## config.mk

```make
export PLATFORM = sky130hd
export DESIGN_NAME = ev_lat_tracker
export DESIGN_NICKNAME = d
export VERILOG_FILES = /design/src/rtl/ev_lat_tracker.sv
export SDC_FILE = /design/constraint.sdc
export NUM_CORES = 2
export LEC_CHECK = 0
export ABC_AREA = 1
export CAP_MARGIN = 30
export CORE_MARGIN = 2
export CORE_UTILIZATION = 35
export DETAILED_ROUTE_END_ITERATION = 8
export GPL_TIMING_DRIVEN = 0
export PLACE_DENSITY_LB_ADDON = 0.3
export SLEW_MARGIN = 5
export SYNTH_ARGS = -nofsm -noshare
export SYNTH_HDL_FRONTEND = slang
export SYNTH_SLANG_ARGS = --single-unit
```

## constraint.sdc

```tcl
create_clock -name clk -period 13.9 [get_ports clk]
set_clock_uncertainty 0.2 [all_clocks]
set_input_delay 2.78 -clock clk [delete_from_list [all_inputs] [get_ports clk]]
set_output_delay 2.78 -clock clk [all_outputs]
set_load 0.05 [all_outputs]
```

## src/rtl/ev_lat_tracker.sv

```systemverilog
// Event latency tracker: pairs start/end events by ID and queues latency records in a show-ahead FIFO.
// Define EV_LAT_TIMEOUT_EN to build the expiry scanner that retires stale IDs as out_kind=1 records.
module ev_lat_tracker #(
    parameter int ID_W      = 4,
    parameter int TS_W      = 64,
    parameter int OUT_DEPTH = 4
) (
    input  logic            clk,
    input  logic            rst_n,
    input  logic            start_valid,
    output logic            start_ready,
    input  logic [ID_W-1:0] start_id,
    input  logic            end_valid,
    output logic            end_ready,
    input  logic [ID_W-1:0] end_id,
    input  logic [TS_W-1:0] timeout_cycles,
    output logic            out_valid,
    input  logic            out_ready,
    output logic [ID_W-1:0] out_id,
    output logic            out_kind,
    output logic [TS_W-1:0] out_start_ts,
    output logic [TS_W-1:0] out_end_ts,
    output logic [TS_W-1:0] out_delta,
    output logic [ID_W:0]   active_count
);
    localparam int NUM_IDS = 1 << ID_W;
    localparam int PTR_W   = $clog2(OUT_DEPTH);
    localparam int CNT_W   = PTR_W + 1;
    localparam logic [CNT_W:0] DEPTH_C = OUT_DEPTH[CNT_W:0];

    logic [TS_W-1:0]    ts_reg;
    logic [NUM_IDS-1:0] active_reg;
    logic [NUM_IDS-1:0] active_next;
    logic [TS_W-1:0]    start_ts_mem [NUM_IDS];
    logic [ID_W:0]      active_count_reg;
    logic [ID_W:0]      active_count_next;

    logic               pipe_valid_reg;
    logic [ID_W-1:0]    pipe_id_reg;
    logic [TS_W-1:0]    pipe_start_reg;
    logic [TS_W-1:0]    pipe_end_reg;

    logic [ID_W-1:0]    fifo_id_mem    [OUT_DEPTH];
    logic [TS_W-1:0]    fifo_start_mem [OUT_DEPTH];
    logic [TS_W-1:0]    fifo_end_mem   [OUT_DEPTH];
    logic [PTR_W-1:0]   wr_ptr_reg;
    logic [PTR_W-1:0]   rd_ptr_reg;
    logic [CNT_W-1:0]   fifo_count_reg;
    logic [CNT_W-1:0]   fifo_count_next;

    logic [CNT_W:0]     occupancy;
    logic               fifo_room;
    logic               start_fire;
    logic               end_fire;
    logic               retire;
    logic [ID_W-1:0]    retire_id;
    logic               fifo_push;
    logic               fifo_pop;

    // Room is judged against queued records plus the one still in the pipeline stage.
    always_comb begin
        occupancy   = {1'b0, fifo_count_reg} + {{CNT_W{1'b0}}, pipe_valid_reg};
        fifo_room   = occupancy < DEPTH_C;
        end_ready   = rst_n && active_reg[end_id] && fifo_room;
        end_fire    = end_valid && end_ready;
        start_ready = rst_n && !active_reg[start_id] && !(end_fire && (end_id == start_id));
        start_fire  = start_valid && start_ready;
    end

`ifdef EV_LAT_TIMEOUT_EN
    logic [ID_W-1:0] scan_ptr_reg;
    logic [TS_W-1:0] scan_elapsed;
    logic            scan_hold;
    logic            expire;
    logic            pipe_kind_reg;
    logic            fifo_kind_mem [OUT_DEPTH];

    // The scanner yields to any end activity so the two never retire in the same cycle.
    always_comb begin
        scan_elapsed = ts_reg - start_ts_mem[scan_ptr_reg];
        scan_hold    = end_fire || (end_valid && (end_id == scan_ptr_reg)) || !fifo_room;
        expire       = !scan_hold && active_reg[scan_ptr_reg] &&
                       (timeout_cycles != '0) && (scan_elapsed >= timeout_cycles);
    end

    assign retire    = end_fire || expire;
    assign retire_id = end_fire ? end_id : scan_ptr_reg;

    always_ff @(posedge clk or negedge rst_n) begin
        if (!rst_n) begin
            scan_ptr_reg <= '0;
        end else if (!scan_hold) begin
            scan_ptr_reg <= scan_ptr_reg + 1'b1;
        end
    end

    always_ff @(posedge clk) begin
        if (retire) begin
            pipe_kind_reg <= expire;
        end
        if (fifo_push) begin
            fifo_kind_mem[wr_ptr_reg] <= pipe_kind_reg;
        end
    end

    assign out_kind = out_valid && fifo_kind_mem[rd_ptr_reg];
`else
    logic unused_timeout;

    assign unused_timeout = ^timeout_cycles;
    assign retire         = end_fire;
    assign retire_id      = end_id;
    assign out_kind       = 1'b0;
`endif

    for (genvar gi = 0; gi < NUM_IDS; gi++) begin : g_active
        localparam logic [ID_W-1:0] GI_ID = ID_W'(gi);
        assign active_next[gi] = (start_fire && (start_id == GI_ID)) ? 1'b1 :
                                 (retire && (retire_id == GI_ID))    ? 1'b0 :
                                 active_reg[gi];
    end

    assign fifo_push = pipe_valid_reg;
    assign fifo_pop  = out_valid && out_ready;

    always_comb begin
        active_count_next = active_count_reg;
        case ({start_fire, retire})
            2'b10:   active_count_next = active_count_reg + 1'b1;
            2'b01:   active_count_next = active_count_reg - 1'b1;
            default: active_count_next = active_count_reg;
        endcase
        fifo_count_next = fifo_count_reg;
        case ({fifo_push, fifo_pop})
            2'b10:   fifo_count_next = fifo_count_reg + 1'b1;
            2'b01:   fifo_count_next = fifo_count_reg - 1'b1;
            default: fifo_count_next = fifo_count_reg;
        endcase
    end

    always_ff @(posedge clk or negedge rst_n) begin
        if (!rst_n) begin
            ts_reg           <= '0;
            active_reg       <= '0;
            active_count_reg <= '0;
            pipe_valid_reg   <= 1'b0;
            wr_ptr_reg       <= '0;
            rd_ptr_reg       <= '0;
            fifo_count_reg   <= '0;
        end else begin
            ts_reg           <= ts_reg + 1'b1;
            active_reg       <= active_next;
            active_count_reg <= active_count_next;
            pipe_valid_reg   <= retire;
            fifo_count_reg   <= fifo_count_next;
            if (fifo_push) begin
                wr_ptr_reg <= wr_ptr_reg + 1'b1;
            end
            if (fifo_pop) begin
                rd_ptr_reg <= rd_ptr_reg + 1'b1;
            end
        end
    end

    // Storage arrays carry no reset so they map onto RAM; the start time is read out registered.
    always_ff @(posedge clk) begin
        if (start_fire) begin
            start_ts_mem[start_id] <= ts_reg;
        end
        if (retire) begin
            pipe_id_reg    <= retire_id;
            pipe_start_reg <= start_ts_mem[retire_id];
            pipe_end_reg   <= ts_reg;
        end
        if (fifo_push) begin
            fifo_id_mem[wr_ptr_reg]    <= pipe_id_reg;
            fifo_start_mem[wr_ptr_reg] <= pipe_start_reg;
            fifo_end_mem[wr_ptr_reg]   <= pipe_end_reg;
        end
    end

    assign out_valid    = fifo_count_reg != '0;
    assign active_count = active_count_reg;

    // Fields are masked by out_valid so an empty or reset FIFO presents all zeros.
    always_comb begin
        out_id       = '0;
        out_start_ts = '0;
        out_end_ts   = '0;
        if (out_valid) begin
            out_id       = fifo_id_mem[rd_ptr_reg];
            out_start_ts = fifo_start_mem[rd_ptr_reg];
            out_end_ts   = fifo_end_mem[rd_ptr_reg];
        end
        out_delta = out_end_ts - out_start_ts;
    end

endmodule

```

==> out/metrics.yaml <==
path_common_cell: "nand2_1"
wl_um: 245000
largestRegisters: "start_ts_mem x1024, fifo_end_mem x256, fifo_start_mem x256"
dr.pass1.iters: 7
holdCritStartpoint: "pipe_start_reg[34]$_DFFE_PP_"
synth_area_leaders: "edfxtp_1 (68%), nand3_1 (5.8%), nand2_1 (5.3%)"
netlist_area_um2: 74800
overflow: 0
synth_top_cell_area_share_pct: 67.6
die-height_um: 466
worstPathMaxFanout: 10
r2r_start: "fifo_push$_DFF_PN0_"
antenna_found_initial: 15
tightest_slew_ps: 1030
fmax_ghz: 0.103
end_kind: "output pin"
hold_viol: 0
slowest_delay_ps: 870
cts_tree: "yes"
fin_crit_ps: 9750
htree_levels: 4
hold_path.class: "reg2reg"
required_ps: 10920
reg2reg_depth: 15
via_per_inst: 5.30
clock_latency_ps: 830
rsz0062_at_grt: "no"
drive_gt1_share_pct: 6.94
drv_slew: 0
final-setup-viol-count: 0
grt_max_degree: 95
route.detailed.drc: 0
synthArstFlopShare_pct: 5.23
crit_cells: 14
die-area_um2: 217000
dpl.hpwl_um: 173000
fin_crit_sh_pct: 70.1
placed_cells: 9458
synth_fp_nets: 6530
reg2reg_to: "active_count[4]$_DFFE_PN0P_"
initial_core_util_pct: 35.2
synth_edf_count: 1684
grt_pass1_vias: 49300
synth_flop_cell: "edfxtp_1"
avgRoutedWirePerCell_um: 25.0
cp.arrival_ps: 6770
path_clk_slew_ps: 70
p_per_area_nw_per_um2: 255
die_w_um: 466
crit_type: "reg2out"
drtIter0Drc: 6209
max-cap-violations: 0
cts_max_path_buffers: 3
vdd_ir_drop_max_v: 0.000403
cts-buffers-inserted: 174
crit_path_start_kind: "register"
cts_resized: 0
critPathSlowestCell: "clkdlybuf4s50_1"
route.vias.total: 51900
ios: 282
clock_sinks: 1777
critPathBufInv: 3
ys_ff_latch: 1777
crit_family: "simple AND/OR/NAND/NOR gates"
yosys.area.top_type: "edfxtp_1"
avgSynthCellArea_um2: 11.7
fillers: 19900
worstHoldPathCells: 0
place_congestion: 0.977
status: "finished, final reports clean"
area_growth_pct: 16.7
largest_register: "start_ts_mem"
netlist_instances: 6377
grt_first_pass_wirelength_um: 349000
yosys_warnings: 0
power.leakage_nw: 33.1
slew_headroom_pct: 31.5
postLayoutCoreUtil_pct: 41.1
yosysSeqAreaShare_pct: 70.7
nets: 6972
gr-usage-all-layers_pct: 22.1
cts-root-buf: "clkbuf_16"
post_cts_buffers: 0
portBuffers: 214
endpoint: "out_delta[35]"
cts_hold_buf: 0
core.rowCount: 169
instances_no_fill: 9785
coreArea_um2: 212000
r2r_setup_slack_ps: 10150
largest_register_ffs: 1024
crit_start: "fifo_count_reg[1]$_DFFE_PN0P_"
crit_chain: "nor3_2 > clkbuf_1 > clkbuf_1 > a21oi_1 > ha_1 > nand2_1 > nor2_1 > nand2_1 > nor2_1 > nand4_1 > nand3_1 > nand2_1 > nand2_1 > clkdlybuf4s50_1"
ys_types: 42
final_antenna_net_count: 0
[layout by cell type (no fill, tap or decap), types with 6 or more instances in the layout]
cell                n
a21oi_1           181
a22oi_1           260
and2_1              7
buf_1              26
buf_16             39
buf_2             134
buf_4               9
buf_8               8
bufinv_16           9
clkbuf_1          193
clkbuf_16         178
clkdlybuf4s50_1   213
clkinv_1           33
clkinv_2           26
dfrtp_1            93
diode_2             6
edfxtp_1         1684
ha_1               73
inv_1             473
inv_4              14
inv_6               7
nand2_1          1060
nand3_1           863
nand4_1           136
nor2_1            737
nor2_2              8
nor3_1             31
nor4_1             18
o21ai_0           275
xnor2_1            24
xor2_1             75
[cell usage after synthesis, types with 7 or more instances]
cell      number
nand3_1      863
xnor2_1       24
a22oi_1      260
buf_2        134
nand4_1      136
dfrtp_1       93
edfxtp_1    1684
and2_1         7
ha_1          73
clkbuf_1     144
nor3_1        31
buf_4          9
nand2_1     1060
buf_1         26
o21ai_0      275
xor2_1        75
nor2_2         8
a21oi_1      181
nor2_1       739
inv_1        491
nor4_1        18
[routing by layer]
metal | wire [um] | global-route usage [%] | vias up
met5 | 0 | 0 | -
met4 | 8180 | 7.43 | 0
met3 | 19300 | 3.45 | 346
met2 | 117000 | 36.5 | 2320
met1 | 101000 | 29.6 | 25700
li1 | - | - | 23500
[where the power goes]
part | internal (mW) | switching (mW)
combinational | 3.18 | 8.58
sequential | 5.92 | 0.0675
clock | 2.55 | 2.00
[cells by family after synthesis]
group	share of synthesized area (%)
DFF	70.7
other	0.00501
xor gates and xnor gates	1.16
and+or+nand+nor	16.7
adders and majority gates	1.30
buffers and inverters	4.34
AOI/OAI and AO/OA	5.74
[through the flow]
| stage | hold slack [ps] | instance area (um2) | power, mW | TNS, ps | setup slack [ps] |
|---|---|---|---|---|---|
| floorplan | 259 | 74800 | 13.5 | 0 | 5300 |
| global placement | 254 | 80500 | 17.8 | -218370 | -2220 |
| detailed placement | 277 | 81700 | 17.8 | 0 | 5050 |
| CTS | 275 | 87100 | 22.3 | 0 | 4120 |
| global route | 293 | 87300 | 23.3 | 0 | 4020 |
| finish | 284 | 87300 | 22.3 | 0 | 4150 |
[layout make-up]
| class | count | area, um2 | area share (%) |
|---|---|---|---|
| diodes | 6 | 15.0 | 0.0172 |
| well taps | 2821 | 3530 | 4.04 |
| clock inverters | 80 | 696 | 0.797 |
| clock buffers | 235 | 4720 | 5.41 |
| multi-input cells | 3789 | 18700 | 21.4 |
| plain buffers | 313 | 1380 | 1.58 |
| flip-flops and latches | 1777 | 52900 | 60.6 |
| inverters | 498 | 1930 | 2.22 |
| repair buffers | 266 | 3430 | 3.93 |
[how the worst min path moves through the flow]
stage	to
after global routing	active_count[4]$_DFFE_PN0P_
after global placement	active_count[4]$_DFFE_PN0P_
after CTS	fifo_start_mem[2][34]$_DFFE_PP_
after floorplan	fifo_end_mem[0][0]$_DFFE_PP_
final	fifo_start_mem[2][34]$_DFFE_PP_
after detailed placement	fifo_start_mem[2][6]$_DFFE_PP_
No activity file was read; power rests on OpenSTA's default activity.
